**src/rtl/psum_arb_pkg.sv**
```systemverilog
// Shared types for the psum buffer arbiter: read-owner encoding, return tag and
// the default hazard window derived from the memory read latency.
package psum_arb_pkg;

    typedef enum logic {
        OWN_ACC = 1'b0,
        OWN_RDO = 1'b1
    } owner_e;

    typedef struct packed {
        logic   vld;
        owner_e owner;
    } tag_t;

    // An ACC address stays live for its read, the data return and the write-back.
    function automatic int haz_depth(input int mem_delay);
        return mem_delay + 2;
    endfunction

    localparam int DEF_MEM_DELAY = 1;
    localparam int DEF_HAZ_DEPTH = DEF_MEM_DELAY + 2;

endpackage

```
**src/rtl/psum_arb_haz_tbl.sv**
```systemverilog
// Hazard table: shift register of recent ACC read addresses with a parallel
// compare against the RDO read address.
module psum_arb_haz_tbl #(
    parameter int ADDR_WIDTH = 32,
    parameter int DEPTH      = 3
) (
    input  logic                  clk,
    input  logic                  rst,
    input  logic                  push_vld,
    input  logic [ADDR_WIDTH-1:0] push_addr,
    input  logic [ADDR_WIDTH-1:0] chk_addr,
    output logic                  hazard
);

    logic [DEPTH-1:0]      vld;
    logic [ADDR_WIDTH-1:0] addr [DEPTH];

    always_ff @(posedge clk) begin
        if (rst) begin
            vld <= '0;
        end else begin
            vld[0] <= push_vld;
            for (int i = 1; i < DEPTH; i++) begin
                vld[i] <= vld[i-1];
            end
        end
    end

    // NOTE: only the valid bits need reset; addresses are ignored while their valid bit is low.
    always_ff @(posedge clk) begin
        addr[0] <= push_addr;
        for (int i = 1; i < DEPTH; i++) begin
            addr[i] <= addr[i-1];
        end
    end

    // NOTE: blocking assignments here build an OR-reduction in loop order.
    always_comb begin
        hazard = 1'b0;
        for (int i = 0; i < DEPTH; i++) begin
            if (vld[i] && (addr[i] == chk_addr)) begin
                hazard = 1'b1;
            end
        end
    end

endmodule

```
**src/rtl/psum_mem_arbiter.sv**
```systemverilog
// Shares the psum buffer read port between ACC (absolute priority) and RDO.
// Optional perf counters are enabled with the macro PSUM_ARB_PERF_CNT_EN.
module psum_mem_arbiter
    import psum_arb_pkg::*;
#(
    parameter int DATA_WIDTH = 32,
    parameter int ADDR_WIDTH = 32,
    parameter int REG_WIDTH  = 32,
    parameter int MEM_DELAY  = DEF_MEM_DELAY,
    parameter int HAZ_DEPTH  = haz_depth(MEM_DELAY),
    parameter int STALL_MAX  = 256
) (
    input  logic                  clk,
    input  logic                  rst,
    input  logic [ADDR_WIDTH-1:0] acc_radd,
    input  logic                  acc_rden,
    input  logic [ADDR_WIDTH-1:0] acc_wadd,
    input  logic                  acc_wren,
    input  logic [DATA_WIDTH-1:0] acc_idat,
    output logic [DATA_WIDTH-1:0] acc_odat,
    output logic                  acc_ovld,
    input  logic [ADDR_WIDTH-1:0] rdo_radd,
    input  logic                  rdo_req,
    output logic                  rdo_gnt,
    output logic [DATA_WIDTH-1:0] rdo_odat,
    output logic                  rdo_ovld,
    output logic [ADDR_WIDTH-1:0] mem_radd,
    output logic                  mem_rden,
    output logic [ADDR_WIDTH-1:0] mem_wadd,
    output logic                  mem_wren,
    output logic [DATA_WIDTH-1:0] mem_idat,
    input  logic [DATA_WIDTH-1:0] mem_odat,
    input  logic                  mem_ovld,
    output logic                  o_rdo_stall,
    output logic                  o_err,
    output logic [REG_WIDTH-1:0]  dbg_arb_acc_rd_cnt,
    output logic [REG_WIDTH-1:0]  dbg_arb_rdo_rd_cnt,
    output logic [REG_WIDTH-1:0]  dbg_arb_rdo_wait_cnt
);

    localparam int                STALL_W   = $clog2(STALL_MAX + 1);
    localparam logic [STALL_W-1:0] STALL_LIM = STALL_W'(STALL_MAX);

    logic               hazard;
    logic               rdo_wait;
    tag_t               tag_pipe [MEM_DELAY];
    tag_t               tail;
    logic [STALL_W-1:0] stall_cnt;

    assign mem_wadd = acc_wadd;
    assign mem_wren = acc_wren;
    assign mem_idat = acc_idat;

    psum_arb_haz_tbl #(
        .ADDR_WIDTH (ADDR_WIDTH),
        .DEPTH      (HAZ_DEPTH)
    ) u_haz_tbl (
        .clk       (clk),
        .rst       (rst),
        .push_vld  (acc_rden),
        .push_addr (acc_radd),
        .chk_addr  (rdo_radd),
        .hazard    (hazard)
    );

    // NOTE: every output gets a default before the branches, so no latch can be inferred.
    always_comb begin
        mem_radd = acc_radd;
        mem_rden = 1'b0;
        rdo_gnt  = 1'b0;
        if (acc_rden) begin
            mem_rden = 1'b1;
        end else if (rdo_req && !hazard) begin
            mem_radd = rdo_radd;
            mem_rden = 1'b1;
            rdo_gnt  = 1'b1;
        end
    end

    always_ff @(posedge clk) begin
        if (rst) begin
            for (int i = 0; i < MEM_DELAY; i++) begin
                tag_pipe[i] <= '0;
            end
        end else begin
            tag_pipe[0] <= '{vld: mem_rden, owner: (rdo_gnt ? OWN_RDO : OWN_ACC)};
            for (int i = 1; i < MEM_DELAY; i++) begin
                tag_pipe[i] <= tag_pipe[i-1];
            end
        end
    end

    assign tail     = tag_pipe[MEM_DELAY-1];
    assign acc_odat = mem_odat;
    assign rdo_odat = mem_odat;
    assign acc_ovld = mem_ovld & tail.vld & (tail.owner == OWN_ACC);
    assign rdo_ovld = mem_ovld & tail.vld & (tail.owner == OWN_RDO);

    // A return with no tag means memctrl and this block disagree about what is in flight.
    always_ff @(posedge clk) begin
        if (rst) begin
            o_err <= 1'b0;
        end else if (mem_ovld && !tail.vld) begin
            o_err <= 1'b1;
        end
    end

    assign rdo_wait = rdo_req & ~rdo_gnt;

    always_ff @(posedge clk) begin
        if (rst) begin
            stall_cnt   <= '0;
            o_rdo_stall <= 1'b0;
        end else if (rdo_wait) begin
            if (stall_cnt != STALL_LIM) begin
                stall_cnt <= stall_cnt + 1'b1;
            end
            if (stall_cnt >= STALL_LIM - 1'b1) begin
                o_rdo_stall <= 1'b1;
            end
        end else begin
            stall_cnt <= '0;
        end
    end

`ifdef PSUM_ARB_PERF_CNT_EN
    logic [REG_WIDTH-1:0] acc_rd_cnt;
    logic [REG_WIDTH-1:0] rdo_rd_cnt;
    logic [REG_WIDTH-1:0] rdo_wait_cnt;

    always_ff @(posedge clk) begin
        if (rst) begin
            acc_rd_cnt   <= '0;
            rdo_rd_cnt   <= '0;
            rdo_wait_cnt <= '0;
        end else begin
            if (acc_rden) acc_rd_cnt   <= acc_rd_cnt + 1'b1;
            if (rdo_gnt)  rdo_rd_cnt   <= rdo_rd_cnt + 1'b1;
            if (rdo_wait) rdo_wait_cnt <= rdo_wait_cnt + 1'b1;
        end
    end

    assign dbg_arb_acc_rd_cnt   = acc_rd_cnt;
    assign dbg_arb_rdo_rd_cnt   = rdo_rd_cnt;
    assign dbg_arb_rdo_wait_cnt = rdo_wait_cnt;
`else
    assign dbg_arb_acc_rd_cnt   = '0;
    assign dbg_arb_rdo_rd_cnt   = '0;
    assign dbg_arb_rdo_wait_cnt = '0;
`endif

endmodule

```
**config.mk**
```make
export PLATFORM = sky130hd
export DESIGN_NAME = psum_mem_arbiter
export DESIGN_NICKNAME = d
export VERILOG_FILES = /design/src/rtl/psum_arb_pkg.sv /design/src/rtl/psum_arb_haz_tbl.sv /design/src/rtl/psum_mem_arbiter.sv
export SDC_FILE = /design/constraint.sdc
export NUM_CORES = 1
export LEC_CHECK = 0
export CORE_AREA = 2 2 166 168
export CTS_CLUSTER_DIAMETER = 40
export CTS_CLUSTER_SIZE = 10
export DETAILED_ROUTE_END_ITERATION = 12
export DIE_AREA = 0 0 168 170
export PLACE_DENSITY_LB_ADDON = 0.2
export SLEW_MARGIN = 20
export SYNTH_ARGS = -nofsm -noshare
export SYNTH_HDL_FRONTEND = slang
export SYNTH_HIERARCHICAL = 1
export SYNTH_SLANG_ARGS = --single-unit
export TNS_END_PERCENT = 1
```
**constraint.sdc**
```tcl
create_clock -name clk -period 5.75 [get_ports clk]
set_input_delay 1.725 -clock clk [delete_from_list [all_inputs] [get_ports clk]]
set_output_delay 1.725 -clock clk [all_outputs]
set_load 0.05 [all_outputs]
```
==> results of run 1 <==
[placed cells by master, fill, tap and decap left out, types with 3 or more instances in the layout]
cell type        count
dfxtp_1            112
conb_1              96
xor2_1              61
clkdlybuf4s50_1     40
buf_6               32
xor2_2              32
mux2_2              31
buf_4               24
clkbuf_2            16
buf_2               13
nor4_2              13
clkbuf_16           10
nand3_1              9
inv_1                6
nor2_1               6
a21oi_1              6
buf_12               6
nand4_1              5
o21ai_0              5
nor3_1               5
nor4_1               5
or3_1                3
ha_1                 3
nor4_4               3
xnor2_1              3
nor3_2               3
nor2b_1              3
[through the flow]
| stage | util | hold slack [ns] |
|---|---|---|
| 2_1_floorplan | - | 0.349 |
| 3_3_place_gp | 0.227 | 0.353 |
| 3_5_place_dp | 0.227 | 0.354 |
| 4_1_cts | 0.254 | 0.364 |
| 5_1_grt | 0.258 | 0.368 |
| 6_report | 0.258 | 0.363 |
[Yosys cell counts (2+ instances only)]
master	number	area, µm²
buf_4	225	1690
a21oi_1	6	30.0
nor3_1	8	40.0
nand4_1	5	31.3
buf_2	3	15.0
nor4_1	20	125
nor2_1	6	22.5
mux2_2	32	360
nand3_1	10	50.1
ha_1	3	37.5
xor2_1	95	832
o2111ai_1	2	17.5
or3_1	4	25.0
xnor2_1	3	26.3
dfxtp_1	112	2240
nand2_1	2	7.51
inv_1	6	22.5
nand2b_1	2	12.5
o21ai_0	5	25.0
nor2b_1	3	18.8
[timing repair]
item	CTS	global route
setup buffers	3	0
resized for setup	136	86
endpoints found under the setup margin	34	33
pin swaps	17	33
cloned	1	1
[kinds of logic after synthesis]
logic type,count (synthesis)
compound gates,16
xor+xnor,98
buf+inv,234
mux,33
flops,112
fa+ha+maj,3
other cells,1
simple gates,70
[where the power goes]
part	switching, mW	total, mW	internal [mW]	leakage (nW)
logic	0.317	0.468	0.151	1.72
registers	0.0270	0.841	0.814	0.940
clock network	0.283	0.624	0.342	0.137
total	0.627	1.93	1.31	2.80
[sequential cells by signal, indices dropped and copies added (netlist names)]
signal / cells
u_haz_tbl/addr: 96
stall_cnt: 9
u_haz_tbl/vld: 3
tag_pipe: 2
o_err: 1
o_rdo_stall: 1
[path summary, 6_finish.rpt]
kind,from,endpoint,slack [ns]
worst max register to register,u_haz_tbl/addr[0][63],o_rdo_stall,3.33
worst min-delay path,u_haz_tbl/addr[0][59],u_haz_tbl/addr[0][91],0.36
worst min register to register,u_haz_tbl/addr[0][59],u_haz_tbl/addr[0][91],0.36
worst max-delay path,rdo_radd[31],mem_radd[15],0.1
[metal layers]
layer / GRT usage / routed length [µm] / up-vias
met5: 0.00522 / 0 / -
met4: 0.0473 / 484 / 0
met3: 0.0423 / 1450 / 32
met2: 0.185 / 7960 / 241
met1: 0.101 / 5250 / 1508
li1: - / - / 1524
[cell type report]
class	instances	area, µm²	share of cell area
inverter	6	22.5	0.00328
sequential	112	2240	0.326
clock inverter	5	62.6	0.00910
multi-input combinational	316	2590	0.376
timing repair buffer	137	1300	0.189
tap	341	427	0.0621
clock buffer	11	233	0.0339
[critical path: cells and delay by family]
kind	cells	cell delay, ns
buffers and inverters	5	0.74
xor gates and xnor gates	1	0.20
muxes	1	0.34
and+or+nand+nor	6	0.91
==> metrics.md, run 1 <==
| Metric | Value |
|---|---|
| IO buf count | `106` |
| Worst IR drop on VDD | `0.157 mV` |
| Leakage | `2.80 nW` |
| Final period utilization | `0.983` |
| Dpl ws | `-0.470 ns` |
| Hpwl dp | `12.4 mm` |
| Horiz. Die Dim | `168 µm` |
| Largest net degree at the start of global routing | `19` |
| Worst slew margin | `0.503` |
| Avg Vias per Cell | `3.56` |
| CTS HTree Levels | `3` |
| Critical path class | `in2out` |
| DR pass1 iterations | `5` |
| Nets@finish | `751` |
| Setup TNS | `0 ns` |
| Site Rows | `60` |
| Post-synthesis adder-cell area fraction | `0.00652` |
| PwrDens | `281 nW/µm²` |
| Initial antenna violation count | `0` |
| Compound-cell area share of the yosys netlist | `0.0169` |
| Core area | `26700 µm²` |
| Post-Synthesis Cells | `567` |
| #FFs+latches synth | `112` |
| Worst-path fanout max | `6` |
| Final min period | `5.65 ns` |
| Async SR Flop Fraction | `0` |
| Top_reg_cell synth | `dfxtp_1` |
| Endpoints failing hold | `0` |
| EDFF count, synth | `0` |
| Status | `finished, final reports clean` |
| Fill count | `2845` |
| XOR/XNOR Fraction of Synth Area | `0.149` |
| # IOs | `429` |
| Multiplexer share of the synthesized area | `0.0643` |
| Wirelength per Cell | `16.3 µm` |
| TritonCTS buffer count | `9` |
| CP startpoint kind | `primary input` |
| Vias in the first global route | `3471` |
| Die Y-Extent | `170 µm` |
| Slew Limit Fails | `0` |
| Post-cts hold buffer count | `0` |
| CTS Buffer Depth | `2` |
| Placed cells | `907` |
| Max-cap violations | `0` |
| Combinational family with the most area after synthesis | `buffers and inverters` |
| CP Cell Sequence | `clkbuf_4 -> xor2_4 -> nor4_4 -> buf_4 -> nand4_1 -> nor3_2 -> or3_4 -> nand2b_4 -> nor2_4 -> buf_12 -> clkbuf_16 -> mux2_2 -> buf_6` |
| Synthesized area | `5760 µm²` |
| CP Capture Type | `primary output` |
| Die area | `28600 µm²` |
| FF-to-FF path depth | `9` |
| First-pass GRT wire length | `21.3 mm` |
| Avg Cell Area, Syn | `10.2 µm²` |
| Warnings from Yosys | `6` |
| Pwr Total | `1.93 mW` |
| Final instance area | `6870 µm²` |
| WP data required | `4.03 ns` |
| Placed cell area | `6050 µm²` |
| Clock Sink Count | `112` |
| Fmax | `177 MHz` |
| Worst-Margin Slew | `0.743 ns` |
| Cell Count, Final, Fillers Out | `928` |
| CP max stage delay | `0.38 ns` |
| Min-Delay Path Class | `reg2reg` |
| Simple-gate portion of the synthesized area | `0.0734` |
| CTS tree | `yes` |
| Sequential fraction of the synthesis area | `0.389` |
| Routed Wire Length | `15.1 mm` |
| Starting Density | `0.216` |
| N_diodes | `0` |
| Slowest CP cell | `or3_4` |
| Detailed router's first-iteration violation count | `119` |
| GP Congestion | `0.703` |
| Cell variety after synth | `35` |
| Clk_skew | `0.00774 ns` |
| Synth-to-Final Area Change | `19.3%` |
| Reg clk slew, reported paths | `0.07 ns` |
| Via count | `3305` |
| Routed Antenna Nets | `0` |
| Skew-Pair Late Insertion Delay | `0.35 ns` |
| Arr. time, crit path | `3.93 ns` |
| Total GRT Usage | `0.102` |
| Hold Path Depth | `0` |
| Clock Tree Root | `clkbuf_16` |
| Final setup margin | `0.0964 ns` |
| DRC Markers | `0` |
| Grt total ovfl | `0` |
| Final setup violation count | `0` |
| Share of cells above drive strength 1 | `0.348` |
Power figures use the tool's default switching activity.
==> run 2, diff against run 1 <==
CTS_BUF_LIST = sky130_fd_sc_hd__clkbuf_16   (was not set)
==> metrics.md, run 2 (synthesis gave the netlist of run 1 again) <==
| Metric | Value |
|---|---|
| Commonest cells after routing, fill and taps aside | `dfxtp_1, conb_1, xor2_1` |
| Skew-Pair Late Insertion Delay | `0.35 ns` |
| DR pass1 iterations | `5` |
| CTS HTree Levels | `3` |
| Final setup violation count | `0` |
| DRC Markers | `0` |
| Switch Pwr | `627 µW` |
| Most common cell after layout, fill and taps aside | `dfxtp_1` |
| GP Congestion | `0.703` |
| Max reg flops | `96` |
| CP Capture Type | `primary output` |
| Horiz. Die Dim | `168 µm` |
| Max-cap violations | `0` |
| Largest net degree at the start of global routing | `19` |
| Arr. time, crit path | `3.93 ns` |
| Combinational Power Share | `0.242` |
| Sequential power share | `0.436` |
| Slew Limit Fails | `0` |
| Grt total ovfl | `0` |
| Starting Density | `0.216` |
| Most flops, register | `u_haz_tbl/addr` |
| Avg Vias per Cell | `3.56` |
| TritonCTS buffer count | `9` |
| Clock Tree Root | `clkbuf_16` |
| Hpwl dp | `12.4 mm` |
| CP Cell Sequence | `clkbuf_4 -> xor2_4 -> nor4_4 -> buf_4 -> nand4_1 -> nor3_2 -> or3_4 -> nand2b_4 -> nor2_4 -> buf_12 -> clkbuf_16 -> mux2_2 -> buf_6` |
| Nets@finish | `751` |
| Status | `finished, final reports clean` |
| Placed cells | `907` |
| Final setup margin | `0.0964 ns` |
| Total GRT Usage | `0.102` |
| Hold_ws | `0.363 ns` |
| Slowest CP cell | `or3_4` |
| CP startpoint kind | `primary input` |
| Detailed router's first-iteration violation count | `119` |
| Share of cells above drive strength 1 | `0.348` |
| Site Rows | `60` |
| Routed Antenna Nets | `0` |
| Worst-path fanout max | `6` |
| Min-Delay Path Class | `reg2reg` |
| Endpoints failing hold | `0` |
| Vias in the first global route | `3471` |
| PwrDens | `281 nW/µm²` |
| Sw frac | `0.325` |
| Worst-Margin Slew | `0.743 ns` |
| Die Y-Extent | `170 µm` |
| Post-cts hold buffer count | `0` |
| Synth-to-Final Area Change | `19.3%` |
| WP data required | `4.03 ns` |
| IO buf count | `106` |
| Fmax | `177 MHz` |
| Dpl ws | `-0.470 ns` |
| Clk_skew | `0.00774 ns` |
| # IOs | `429` |
| Via count | `3305` |
| R2r setup slk | `3.33 ns` |
| Leakage | `2.81 nW` |
| Final period utilization | `0.983` |
| N_diodes | `0` |
| Worst IR drop on VDD | `0.157 mV` |
| Initial antenna violation count | `0` |
| CP max stage delay | `0.38 ns` |
| Critical path class | `in2out` |
| CTS Buffer Depth | `2` |
| Worst slew margin | `0.503` |
| Setup TNS | `0 ns` |
| Core area | `26700 µm²` |
| Routed Wire Length | `15.1 mm` |
| CTS tree | `yes` |
| Final core occ | `0.258` |
| Final min period | `5.65 ns` |
| First-pass GRT wire length | `21.3 mm` |
| Wirelength per Cell | `16.3 µm` |
| Reg clk slew, reported paths | `0.07 ns` |
| Cell Int Power | `1.30 mW` |
| Die area | `28600 µm²` |
| Biggest regs | `u_haz_tbl/addr (96), stall_cnt (9), u_haz_tbl/vld (3)` |
| Clock power frac | `0.322` |
| Cell Count, Final, Fillers Out | `928` |
| Clock Sink Count | `112` |
==> run 2: cell count changes in the layout (fill, tap and decap cells not counted) <==
cell and delta:
clkbuf_1 -2, inv_1 +2
==> run 2: worst paths after layout <==
path                               from                     to  depth (start not counted)
setup / recovery           rdo_radd[31]           mem_radd[15]                         13
hold / removal    u_haz_tbl/addr[0][59]  u_haz_tbl/addr[0][91]                          0
setup reg to reg  u_haz_tbl/addr[0][63]            o_rdo_stall                          9
hold reg to reg   u_haz_tbl/addr[0][59]  u_haz_tbl/addr[0][91]                          0
==> run 2: power by group through the flow <==
| stage | clock network, mW | registers (mW) | logic [mW] |
|---|---|---|---|
| floorplan | 0 | 0.851 | 0.575 |
| global placement | 0 | 0.854 | 0.428 |
| detailed placement | 0 | 0.854 | 0.427 |
| CTS | 0.646 | 0.839 | 0.462 |
| global route | 0.678 | 0.846 | 0.493 |
| finish | 0.621 | 0.841 | 0.468 |
==> run 2: critical path, delay by kind of cell <==
| kind | cells | cell delay (ns) |
|---|---|---|
| AND/OR/NAND/NOR | 6 | 0.91 |
| buffers and inverters | 5 | 0.74 |
| multiplexers | 1 | 0.34 |
| XOR/XNOR | 1 | 0.20 |
==> run 2: timing repair <==
action | CTS | global route
gates cloned | 1 | 1
gates resized for setup | 136 | 86
setup buffers | 3 | 0
pin swaps | 17 | 33
setup endpoints to repair | 34 | 33
hold endpoints to repair | 0 | 0
==> run 2: through the flow <==
| stage | instance area [µm²] | power, mW |
|---|---|---|
| 2_1_floorplan | 6120 | 1.43 |
| 3_3_place_gp | 6050 | 1.28 |
| 3_5_place_dp | 6050 | 1.28 |
| 4_1_cts | 6780 | 1.95 |
| 5_1_grt | 6870 | 2.02 |
| 6_report | 6870 | 1.93 |
==> run 2: layout make-up <==
type	count	area [µm²]
well taps	341	427
inverters	6	22.5
flip-flops and latches	112	2240
repair buffers	137	1300
clock inverters	7	70.1
multi-input cells	316	2590
fillers	2845	19800
clock buffers	9	225
==> run 2: metal layers <==
layer  wire [µm]  global-route usage
met1        5250               0.101
met2        7960               0.185
met3        1450              0.0423
met4         484              0.0473
met5           0             0.00522
==> run 3, diff against run 2 <==
ABC_AREA = 1   (was not set)
CORE_AREA = 2 2 167 169   (was 2 2 166 168)
CTS_CLUSTER_DIAMETER = 30   (was 40)
DIE_AREA = 0 0 169 171   (was 0 0 168 170)
==> metrics.md, run 3 <==
| Metric | Value |
|---|---|
| Status | `finished, final reports clean` |
| Final min period | `5.60 ns` |
| RR Startpoint | `u_haz_tbl/addr[0][1]` |
| Sequential fraction of the synthesis area | `0.351` |
| Endpoints failing hold | `0` |
| Hpwl dp | `17.8 mm` |
| Die area | `28900 µm²` |
| Core area | `27300 µm²` |
| Cell variety after synth | `24` |
| Site Rows | `61` |
| CTS tree | `yes` |
| Most common cell in the netlist | `nand2_1` |
| Skew-Pair Late Insertion Delay | `0.36 ns` |
| Commonest cells after routing, fill and taps aside | `nand2_1, dfxtp_1, inv_1` |
| Clk_skew | `0.0125 ns` |
| Biggest regs | `u_haz_tbl/addr (96), stall_cnt (9), u_haz_tbl/vld (3)` |
| RSZ-0062 raised after global routing | `false` |
| Via count | `4593` |
| CTS HTree Levels | `3` |
| R2r setup slk | `3.75 ns` |
| Detailed router's first-iteration violation count | `188` |
| IO buf count | `106` |
| Hold path start | `u_haz_tbl/addr[0][9]` |
| Top_reg_cell synth | `dfxtp_1` |
| #FFs+latches synth | `112` |
| Vias in the first global route | `4311` |
| Share of cells above drive strength 1 | `0.102` |
| Worst IR drop on VDD | `0.143 mV` |
| Async SR Flop Fraction | `0` |
| Worst-path fanout max | `16` |
| Final core occ | `0.255` |
| PwrDens | `273 nW/µm²` |
| Die Y-Extent | `171 µm` |
| Final setup violation count | `0` |
| Avg Vias per Cell | `3.65` |
| Total GRT Usage | `0.141` |
| Multiplexer share of the synthesized area | `0` |
| Largest net degree at the start of global routing | `19` |
| GP Congestion | `0.823` |
| Worst slew margin | `0.656` |
| Arr. time, crit path | `3.88 ns` |
| Fmax | `179 MHz` |
| Most flops, register | `u_haz_tbl/addr` |
| Largest area contributor in the netlist | `dfxtp_1` |
| Clock Sink Count | `112` |
| Endpoint, Worst Hold | `u_haz_tbl/addr[0][41]` |
| Critical path class | `in2out` |
| Synth top area share | `0.351` |
| Pwr Total | `1.90 mW` |
| EDFF count, synth | `0` |
| Slew Limit Fails | `0` |
| # IOs | `429` |
| Grt total ovfl | `0` |
| Clock Tree Root | `clkbuf_16` |
| Avg Cell Area, Syn | `7.06 µm²` |
| DR pass1 iterations | `4` |
| Initial antenna violation count | `3` |
| Max-cap violations | `0` |
| Hold Path Depth | `0` |
| Final period utilization | `0.974` |
| Post-synthesis adder-cell area fraction | `0.00588` |
| First-pass GRT wire length | `28.8 mm` |
| TritonCTS buffer count | `9` |
| Max reg flops | `96` |
| Warnings from Yosys | `6` |
| Reg clk slew, reported paths | `0.07 ns` |
| Compound-cell area share of the yosys netlist | `0.0227` |
| Most common cell after layout, fill and taps aside | `nand2_1` |
| Worst-Margin Slew | `0.514 ns` |
| WP data required | `4.03 ns` |
| Nets@finish | `1074` |
| Crit Reg-Reg Endpoint | `stall_cnt[8]` |
| Starting Density | `0.234` |
| Synth top area cells | `dfxtp_1, buf_4, nand2_1, inv_1, xnor2_1` |
| Min-Delay Path Class | `reg2reg` |
| Synth-to-Final Area Change | `9.37%` |
| Synthesized area | `6380 µm²` |
| CP Capture Type | `primary output` |
| Routed Wire Length | `20.9 mm` |
| Horiz. Die Dim | `169 µm` |
| XOR/XNOR Fraction of Synth Area | `0.0467` |
| DRC Markers | `0` |
| Post-cts hold buffer count | `0` |
| Combinational family with the most area after synthesis | `buffers and inverters` |
| Commonest cells post-synth | `nand2_1, buf_4, dfxtp_1` |
| Simple-gate portion of the synthesized area | `0.231` |
| FF-to-FF path depth | `14` |
| Routed Antenna Nets | `0` |
| Leakage | `3.73 nW` |
| CTS Buffer Depth | `2` |
| Wirelength per Cell | `16.6 µm` |
| Post-Synthesis Cells | `904` |
| CP startpoint kind | `primary input` |
run 3: worst max path at each step:
stage	from	to	slack [ns]	cells after the start
CTS	rdo_radd[7]	mem_radd[22]	0.003	18
finish	rdo_radd[24]	mem_radd[15]	0.15	14
detailed placement	rdo_radd[2]	mem_radd[10]	-0.11	15
global route	rdo_radd[24]	mem_radd[24]	0.005	14
floorplan	rdo_radd[5]	mem_radd[22]	0.80	16
global placement	rdo_radd[2]	mem_radd[26]	-0.10	16
run 3: repair_timing:
action                     CTS  global route
setup endpoints to repair   31            33
buffers inserted             0             0
gates resized for setup     10            37
pin swaps                    1             5
run 3: report_power, final:
group          total (mW)  internal [mW]  switching (mW)
sequential          0.838          0.814          0.0239
clock               0.597          0.295           0.302
combinational       0.468          0.130           0.338
total                1.90           1.24           0.663
run 3: final cells by class:
| type | instances | area [µm²] |
|---|---|---|
| clock buffer | 9 | 225 |
| fill | 3050 | 20300 |
| antenna | 1 | 2.50 |
| multi-input combinational | 539 | 2360 |
| sequential | 112 | 2240 |
| tap | 346 | 433 |
| timing repair buffer | 126 | 1230 |
| inverter | 117 | 442 |
| clock inverter | 7 | 46.3 |
run 3: worst max-delay path: stages:
cell and delay (ns):
clkdlybuf4s50_1 0.51, xor2_1 0.20, nor2_1 0.18, nand2_1 0.07, nor2_1 0.16, nand3_1 0.12
nand3_2 0.10, nor2_2 0.05, nand2_2 0.13, buf_12 0.14, buf_12 0.14, nand2_1 0.07
nand2_1 0.07, buf_4 0.19
run 3: logic make-up after synthesis:
group / after synthesis
other: 1
AND/OR/NAND/NOR: 381
XOR/XNOR: 34
AO/OA/AOI/OAI: 25
buffers and inverters: 348
flip-flops: 112
adder cells (fa/ha/maj): 3
run 3: per-layer routing:
layer,global-route usage,routed length [µm]
met4,0.0386,391
met5,0,13
met3,0.0664,2150
met2,0.255,10700
met1,0.145,7690
run 3: metrics by stage:
step / cell area (µm²) / setup WS (ns) / TNS [ns] / cells / hold WS, ns
6_report: 6980 / 0.149 / 0 / 1257 / 0.355
5_1_grt: 6980 / 0.00522 / 0 / 1256 / 0.356
4_1_cts: 6870 / 0.00326 / 0 / 1256 / 0.353
3_5_place_dp: 6600 / -0.108 / -1.80 / 1240 / 0.337
3_3_place_gp: 6600 / -0.105 / -1.79 / 1240 / 0.340
2_1_floorplan: 6740 / 0.796 / 0 / 999 / 0.331
